### src/rtl/sr_latch_writer.sv
// sr_latch_writer: clocked write sequencer for a gated SR latch.
// Drives S/R/En through a setup, pulse and release sequence.
// After a settle interval it samples the latch outputs and reports Done with an error flag.
// Every output is a register, so none of them can glitch or follow Req/Data/Q_in combinationally.
module sr_latch_writer #(
  parameter int HOLD_CYCLES   = 2,
  parameter int SETTLE_CYCLES = 2,
  parameter int CNT_W         = 4
) (
  input  logic Clk,
  input  logic Rst,
  input  logic Req,
  input  logic Data,
  output logic Ready,
  output logic S,
  output logic R,
  output logic En,
  input  logic Q_in,
  input  logic notQ_in,
  output logic Done,
  output logic Err,
  output logic Stored
);

  typedef enum logic [2:0] {
    IDLE   = 3'd0,
    SETUP  = 3'd1,
    PULSE  = 3'd2,
    SETTLE = 3'd3,
    CHECK  = 3'd4
  } stateT;

  localparam logic [CNT_W-1:0] HOLD_LAST   = CNT_W'(HOLD_CYCLES - 1);
  localparam logic [CNT_W-1:0] SETTLE_LAST = CNT_W'(SETTLE_CYCLES - 1);

  stateT            state;
  stateT            stateNext;
  logic             dataReg;
  logic             dataNext;
  logic [CNT_W-1:0] cnt;
  logic             driveSR;
  logic             sampleNow;

  // Next-state decode; Data is captured only on the IDLE edge that accepts a request.
  always_comb begin
    stateNext = state;
    dataNext  = dataReg;
    case (state)
      IDLE: begin
        if (Req) begin
          stateNext = SETUP;
          dataNext  = Data;
        end
      end
      SETUP:  stateNext = PULSE;
      PULSE:  if (cnt == HOLD_LAST) stateNext = SETTLE;
      SETTLE: if (cnt == SETTLE_LAST) stateNext = CHECK;
      CHECK:  stateNext = IDLE;
      default: stateNext = IDLE;
    endcase
    driveSR   = (stateNext == SETUP) || (stateNext == PULSE);
    sampleNow = (state == SETTLE) && (stateNext == CHECK);
  end

  // State, counter and registered outputs.
  // Outputs are computed from the next state, so S/R/En all switch on the same edge as the state.
  always_ff @(posedge Clk or posedge Rst) begin
    if (Rst) begin
      state   <= IDLE;
      dataReg <= 1'b0;
      cnt     <= '0;
      Ready   <= 1'b1;
      S       <= 1'b0;
      R       <= 1'b0;
      En      <= 1'b0;
      Done    <= 1'b0;
      Err     <= 1'b0;
      Stored  <= 1'b0;
    end else begin
      state   <= stateNext;
      dataReg <= dataNext;
      if (stateNext != state) begin
        cnt <= '0;
      end else if ((state == PULSE) || (state == SETTLE)) begin
        cnt <= cnt + CNT_W'(1);
      end
      Ready <= (stateNext == IDLE);
      S     <= driveSR && dataNext;
      R     <= driveSR && !dataNext;
      En    <= (stateNext == PULSE);
      Done  <= (stateNext == CHECK);
      if (sampleNow) begin
        Stored <= Q_in;
        Err    <= (Q_in != dataReg) || (Q_in == notQ_in);
      end
    end
  end

endmodule

### config.mk
export PLATFORM = sky130hd
export DESIGN_NAME = sr_latch_writer
export DESIGN_NICKNAME = d
export VERILOG_FILES = /design/src/rtl/sr_latch_writer.sv
export SDC_FILE = /design/constraint.sdc
export NUM_CORES = 1
export LEC_CHECK = 0
export CELL_PAD_IN_SITES_DETAIL_PLACEMENT = 1
export CELL_PAD_IN_SITES_GLOBAL_PLACEMENT = 1
export CORE_MARGIN = 1.5
export CORE_UTILIZATION = 38
export DETAILED_ROUTE_END_ITERATION = 10
export PLACE_DENSITY_LB_ADDON = 0.1
export SYNTH_ARGS = -nofsm -noshare
export SYNTH_HDL_FRONTEND = slang
export SYNTH_SLANG_ARGS = --single-unit
### constraint.sdc
create_clock -name Clk -period 1.6 [get_ports Clk]
set_input_delay 0.48 -clock Clk [delete_from_list [all_inputs] [get_ports Clk]]
set_output_delay 0.48 -clock Clk [all_outputs]
set_load 0.05 [all_outputs]
**Word level (Yosys, flattened, before mapping)**

Index checks and enable logic that the tools add are counted.

- Word-level logic and storage cells: 39
- Bits of input ports: 6
- Output and inout bits: 7
- Bits in registers: 15

- Mux-type cells: 8
- Reductions and logical operators: 10
- Add/subtract/negate cells: 1
- Equal/unequal tests: 10

Operator list:

| cell | number |
|---|---|
| $pmux 3 s4 | 1 |
| $eq 3x2->1 const B | 3 |
| $mux 3 | 3 |
| $mux 4 | 2 |
| $eq 3x1->1 const B | 2 |
| $logic_not 3->1 | 2 |
| $add 4x1->4 const B | 1 |
| $eq 4x1->1 const B | 1 |
| $eq 3x3->1 const B | 1 |
| $logic_and 1x1->1 | 3 |
| $logic_or 1x1->1 | 3 |
| $ne 3x3->1 | 1 |
| $mux 1 | 2 |
| $reduce_bool 2->1 | 1 |
| $eq 1x1->1 | 1 |
| $logic_not 1->1 | 1 |
| $ne 1x1->1 | 1 |

**Depth between registers and ports, before layout**

Gate-level depths: netlist of the first run.

- Depth in word-level cells: 6
- Depth in mapped cells: 5
- Depth with buffers taken out: 5

**Worst setup path after synthesis of the first run**

Ideal clock, no wire load.

- Path type: flip-flop to flip-flop
- From: register cnt[1]
- To: register Stored
- Buffers on the path: 0
- Setup time: 125 ps
- Path slack: 170 ps
- Stages on the path, launching flop included: 6
- Clock period less this slack: 1,430 ps
- Data required time: 1,475 ps
- Data arrival time: 1,305 ps
- Path through: dfrtp_1 inv_1 ha_1 nor3b_2 and3_4 mux2_2

- Word-level cells in the longest chain between the ends: 5
- Elaborated cells between the ends (all ways): 6
- Those cells by class: eq/ne: 2; mux: 3; reduce/logical: 1

RTL lines:

| what | line | RTL |
|---|---|---|
| start: declaration | 40 | `logic [CNT_W-1:0] cnt;` |
| start signal: assignment | 85 | `cnt <= cnt + CNT_W'(1);` |
| $eq 4x1->1 * | 56, 57 |  |
| $mux 3, on equally long branches | 57, 56 |  |
| $pmux 3 s4 * | 48 | `case (state)` |
| named net stateNext[2] | 37 | `stateT stateNext;` |
| $eq 3x3->1 * | 62 | `sampleNow = (state == SETTLE) && (stateNext == CHECK);` |
| $logic_and 1x1->1 * | 62 |  |
| end signal: assignment | 93 | `Stored <= Q_in;` |
| end: declaration | 22 | `output logic Stored` |

Mark *: on every way through the listed nets, which the timed path passes. The rest lies on a longest branch.
A chain may end at the register's enable or synchronous reset.

**Worst setup path after layout of the first run**

Same ends and word-level chain as after synthesis.

==> results.tsv, run 1 <==
stage	metric	value	unit
outcome	outcome	finished, final reports clean	
clock_tree	Worst-Skew Late Latency	270	ps
placement	routability congestion estimate	0.834	
sta	Fin. Hold Viols	0	
synthesis	#FFs+latches synth	15	
cells_and_area	Layout Nets	91	
global_routing	gr usage total	0.166	
sta	fin. max-slew vios	0	
detailed_routing	mean routed wirelength per cell	13.0	um
cells_and_area	area delta synth->final	39.1	%
global_routing	largest net degree at the start of global routing	16	
synthesis	sequential share of the synthesized area	0.535	
detailed_routing	Via density	4.92	
clock_tree	cts hold-fix bufs	0	
detailed_routing	Vias	526	
synthesis	most numerous cell in the Yosys netlist	dfrtp_1	
synthesis	Synthesis Warnings	0	
worst_setup_path	WP data arrival	1670	ps
synthesis	Post-synth EDFFs	0	
sta	Setup TNS Final	0	ps
synthesis	largest cells by area after synthesis	dfrtp_1 (50%), dfstp_2 (3.7%), ha_1 (3.6%)	
worst_setup_path	R2R Setup Slk	100	ps
detailed_routing	First DRT Iteration DRCs	8	
power_and_ir_drop	NetSw	859	uW
synthesis	Post-Syn Instances	63	
clock_tree	htree depth	1	
clock_tree	Resized cells post-CTS	0	
power_and_ir_drop	VDD IR max	1.04	mV
worst_setup_path	crit end category	register	
clock_tree	clk buf depth	2	
global_routing	GRT overflow	0	
power_and_ir_drop	static leakage	0.446	nW
clock_tree	CTS sink count	15	
floorplanning	total core area	1730	um2
sta	Max Freq	666	MHz
global_routing	initial antenna violation count	0	
clock_tree	CTS Buf Count	3	
floorplanning	Die Ht	46.1	um
power_and_ir_drop	Power Density	2120	nW/um2
detailed_routing	total DRC errors in the routed layout	0	
synthesis	Synth top area share	0.497	
sta	RSZ-0062 raised after global routing	false	
cells_and_area	layout cells sized above 1	0.317	
synthesis	mapped cell area	704	um2
global_routing	vias in the first global route	540	
clock_tree	setup bufs post-CTS	0	
synthesis	Post-synth top cells	dfrtp_1 (14), nand2_1 (5), nor2_1 (5)	
floorplanning	Starting Density	0.408	
cells_and_area	multi-input logic area	307	um2
placement	PortBufs	12	
synthesis	post-synthesis async set-or-reset flop share	1.00	
synthesis	Main synth FF type	dfrtp_1	
detailed_routing	antenna viol nets, final	0	
floorplanning	full die area	2120	um2
worst_setup_path	WS Path Type	reg -> reg	
global_routing	first-pass GRT wire length	2450	um
clock_tree	CTS Root Buffer Type	clkbuf_4	
sta	Rel. slew slack	0.782	
detailed_routing	first-pass iteration count of the detailed router	4	
job	MaxCap Viol Count	0	
sta	period utilization	0.939	
floorplanning	Cell Rows	15	
power_and_ir_drop	power share of the sequential group	0.357	
worst_setup_path	Worst Setup Start Kind	register	
sta	final setup violation count	0	
floorplanning	I/O pin cnt	13	
cells_and_area	# fillers	196	
clock_tree	CTS tree	yes	
worst_setup_path	Crit Path Max Fanout	4	
power_and_ir_drop	Gate power share	0.543	
hold_path	HP Class	in -> async	
synthesis	area leader, netlist	dfrtp_1	
sta	Worst-Margin Slew	328	ps
power_and_ir_drop	clock power share	0.099	
synthesis	syn_area_per_cell	11.2	um2
cells_and_area	Storage cell area	377	um2
clock_tree	Clock Pin Slew Worst Setup and Hold Paths	80	ps
sta	Max Clock Skew	2.57	ps
worst_setup_path	Critical Path RT	1770	ps
power_and_ir_drop	Total Power	2.08	mW
power_and_ir_drop	sw frac	0.414	
floorplanning	Die X	46.1	um
synthesis	Synthesized Nets	71	
cells_and_area	Ant. Diodes	0	
power_and_ir_drop	P_int	1.22	mW
sta	fin crit period	1500	ps
cells_and_area	Util after Layout	0.567	
synthesis	Distinct cells, synth	31	
placement	post-DP HPWL	1100	um
detailed_routing	final wirelength	1390	um
stage by stage:
| step | hold slack, ps | cell area [um2] | cells | worst slack [ps] |
|---|---|---|---|---|
| global placement | 523 | 953 | 103 | -174 |
| floorplan | 381 | 704 | 63 | 170 |
| detailed placement | 555 | 953 | 103 | -178 |
| CTS | 488 | 980 | 107 | 100 |
| finish | 496 | 980 | 107 | 97.8 |
| global route | 501 | 980 | 107 | 25.7 |
kinds of logic (layout without fill, tap and decap cells):
logic type,after synthesis,count (layout),synth area share
buf+inv,5,24,0.0302
simple gates,25,25,0.226
flops,15,15,0.535
mux,3,3,0.0533
fa+ha+maj,2,2,0.0355
compound gates,11,11,0.0959
xor+xnor,2,2,0.0249
routing by layer:
metal  global-route usage  up-vias  wire, um
met5                    0        -         0
met4               0.0857        0        16
met3               0.0353        2        44
met2                0.269       11       716
met1                0.204      255       609
li1                     -      258         -
worst max-delay path: stages (launching register included):
cell     delay (ps)
dfrtp_1         420
inv_1            70
ha_1            150
nor3b_2         210
and3_4          230
mux2_2          320
registers in the layout (all words and copies together), names as in the netlist:
name and count:
dataReg 1, R 1, S 1, En 1
state 3, cnt 4, Done 1, Ready 1
Stored 1, Err 1
power groups by stage:
| stage | clock (mW) | sequential, mW | combinational [mW] |
|---|---|---|---|
| global placement | 0 | 0.744 | 1.11 |
| finish | 0.207 | 0.742 | 1.13 |
| global route | 0.237 | 0.772 | 1.23 |
| detailed placement | 0 | 0.757 | 1.14 |
| CTS | 0.223 | 0.748 | 1.15 |
| floorplan | 0 | 0.905 | 0.469 |
final timing paths:
kind / cells after the start / from / to
hold reg to reg: 2 / cnt[1] / cnt[1]
min in group Clk: 2 / cnt[1] / cnt[1]
max in group asynchronous: 3 / Rst / Ready
setup reg to reg: 5 / cnt[1] / Stored
hold / removal: 3 / Rst / cnt[2]
setup / recovery: 5 / cnt[1] / Stored
area by class of cell:
cell class,count,area share
clock buffer,4,0.0268
sequential,15,0.384
inverter,3,0.0115
tap,25,0.0319
timing repair buffer,17,0.232
multi-input combinational,43,0.313
cells in the final DEF (no fill, tap or decap), types with 3 or more instances in the layout:
master and instances:
inv_1 3, nand2_1 5, nor2_1 5, buf_4 5, clkbuf_4 3, clkdlybuf4s50_1 5
buf_12 7, a21oi_1 4, dfrtp_1 14
Note: power is estimated with default switching activity, not from simulation.
==> run 2, diff against run 1 <==
==> constraint.sdc (replaced) <==
create_clock -name Clk -period 1.6 [get_ports Clk]
set_input_delay 0.16 -clock Clk [delete_from_list [all_inputs] [get_ports Clk]]
set_output_delay 0.16 -clock Clk [all_outputs]
set_load 0.05 [all_outputs]
==> run 2 against run 1 <==
Compared with the run above:
- die area did not move
- global-route usage fell by 1.5 points
- non-clock buffer count did not move
- sequential cell count did not move
- sequential power fell by 7.7%
- critical path type unchanged
- cell count did not move
- register-to-register slack improved by 30 ps
- first-iteration DRC count fell by 75%
- via count fell by 0.76%
- clock skew fell by 1.6 ps
- largest power group unchanged
- clock power barely moved
==> results.tsv, run 2 (synthesis results as in run 1) <==
stage	metric	value	unit	change
hold_path	HP Class	in -> async		
floorplanning	Die Ht	46.1	um	unchanged
cells_and_area	commonest non-fill, non-tap cell in the layout	dfrtp_1		
floorplanning	total core area	1730	um2	unchanged
sta	fin. max-slew vios	0		unchanged
cells_and_area	Layout Nets	91		unchanged
clock_tree	Resized cells post-CTS	0		unchanged
placement	PortBufs	12		unchanged
worst_setup_path	CP Buf/Inv Count	1		unchanged
clock_tree	CTS tree	yes		
global_routing	GRT overflow	0		unchanged
sta	Rel. slew slack	0.626		-0.155
detailed_routing	mean routed wirelength per cell	12.7	um	-2.2%
global_routing	vias in the first global route	489		-9.4%
power_and_ir_drop	sw frac	0.440		+0.0266
worst_setup_path	crit end category	register		
worst_setup_path	WP data arrival	1640	ps	-30 ps
sta	Worst-Margin Slew	560	ps	+232 ps
sta	Setup TNS Final	0	ps	unchanged
detailed_routing	Via density	4.88		-0.76%
clock_tree	cts hold-fix bufs	0		unchanged
power_and_ir_drop	P_int	1.04	mW	-14%
cells_and_area	layout cells sized above 1	0.317		unchanged
floorplanning	Starting Density	0.408		unchanged
worst_setup_path	r2r startpoint	cnt[1]		
clock_tree	Clock Pin Slew Worst Setup and Hold Paths	80	ps	about the same
cells_and_area	commonest non-fill, non-tap cells in the layout	dfrtp_1 (14), buf_4 (12), nand2_1 (5), nor2_1 (5), clkdlybuf4s50_1 (5)		
clock_tree	CTS Root Buffer Type	clkbuf_4		
power_and_ir_drop	VDD IR max	1.09	mV	+4.6%
clock_tree	htree depth	1		unchanged
sta	fin crit period	1470	ps	-31.0 ps
clock_tree	CTS sink count	15		unchanged
floorplanning	Die X	46.1	um	unchanged
cells_and_area	max reg flops	4		unchanged
detailed_routing	final wirelength	1360	um	-2.2%
power_and_ir_drop	static leakage	0.419	nW	-6.1%
global_routing	largest net degree at the start of global routing	16		unchanged
sta	period utilization	0.920		-0.0194
floorplanning	full die area	2120	um2	unchanged
worst_setup_path	cell chain of the critical path	inv_1, ha_1, nor3b_2, and3_4, mux2_2		
sta	Max Freq	680	MHz	+2.1%
detailed_routing	total DRC errors in the routed layout	0		unchanged
placement	routability congestion estimate	0.737		-12%
cells_and_area	Ant. Diodes	0		unchanged
detailed_routing	antenna viol nets, final	0		unchanged
worst_setup_path	Largest delay share family, worst path	simple AND/OR/NAND/NOR gates		
cells_and_area	area delta synth->final	26.6	%	
placement	post-DP HPWL	1040	um	-5.8%
cells_and_area	top flop regs	cnt x4, state x3		
detailed_routing	First DRT Iteration DRCs	2		-6
clock_tree	clk buf depth	2		unchanged
sta	Fin. Hold Viols	0		unchanged
detailed_routing	Vias	522		-0.76%
cells_and_area	Util after Layout	0.517		-0.0507
sta	Max Clock Skew	0.954	ps	-1.62 ps
floorplanning	I/O pin cnt	13		unchanged
worst_setup_path	slowest stage delay, CP	410	ps	about the same
floorplanning	Cell Rows	15		unchanged
cells_and_area	Biggest register	cnt		
worst_setup_path	Critical Path RT	1760	ps	about the same
power_and_ir_drop	Power Density	2090	nW/um2	-1.3%
worst_setup_path	Crit Path Max Fanout	4		unchanged
power_and_ir_drop	clock power share	0.111		+0.012
worst_setup_path	Critical-path top delay cell	dfrtp_1		
worst_setup_path	WS Path Type	reg -> reg		
sta	RSZ-0062 raised after global routing	false		
worst_setup_path	Worst Setup Start Kind	register		
power_and_ir_drop	Gate power share	0.522		-0.021
clock_tree	CTS Buf Count	3		unchanged
clock_tree	setup bufs post-CTS	0		unchanged
power_and_ir_drop	power share of the sequential group	0.367		+0.010
detailed_routing	first-pass iteration count of the detailed router	2		-2
clock_tree	Worst-Skew Late Latency	270	ps	about the same
sta	final setup violation count	0		unchanged
job	MaxCap Viol Count	0		unchanged
global_routing	first-pass GRT wire length	2170	um	-11%
global_routing	initial antenna violation count	0		unchanged
global_routing	gr usage total	0.150		-0.0152
outcome	outcome	finished, final reports clean		
power_and_ir_drop	NetSw	822	uW	-4.3%
worst_setup_path	crit path from	cnt[1]		
-- run 2: cell counts in the layout (fill, tap and decap cells not counted) --
No cell type changed its count.
-- run 2: final timing paths --
check                         end  slack (ps)  depth (start not counted)
max reg2reg                   Err         130                          5
max in group asynchronous   Ready        1000                          2
min in group Clk           Stored         510                          1
min                        cnt[3]         230                          2
min reg2reg                Stored         510                          1
max                           Err         130                          5
-- run 2: metrics by stage --
step                      std cells  area, um2  total power [mW]  hold WS, ps  setup slack (ps)
after CTS                       107        892              1.90          252               107
final                           107        892              1.87          230               129
after global placement          103        866              1.66          494              78.4
after floorplan                  63        704              1.37         60.8               170
after detailed placement        103        866              1.68          497              82.9
after global routing            107        892              2.01          280              41.0
-- run 2: layout make-up --
type                       count  area (um2)
multi-input combinational     43         307
timing repair buffer          17         140
sequential                    15         377
inverter                       3        11.3
fill                         212         835
clock buffer                   4        26.3
tap                           25        31.3
-- run 2: power groups by stage --
stage / registers, mW / logic, mW / clock network [mW]
3_5_place_dp: 0.693 / 0.988 / 0
6_report: 0.685 / 0.975 / 0.206
2_1_floorplan: 0.905 / 0.469 / 0
5_1_grt: 0.711 / 1.06 / 0.237
4_1_cts: 0.686 / 0.989 / 0.223
3_3_place_gp: 0.689 / 0.972 / 0
-- run 2: per-layer routing --
metal | vias up | global-route usage | part of all wire
li1 | 254 | - | -
met1 | 257 | 0.180 | 0.47
met2 | 9 | 0.236 | 0.48
met3 | 2 | 0.0353 | 0.032
met4 | 0 | 0.103 | 0.011
met5 | - | 0 | 0
==> run 3, diff against run 2 <==
- CTS_CLUSTER_SIZE: default -> 25
==> results of run 3 <==
No change in the layout: final DEF, timing and power equal those of run 2.
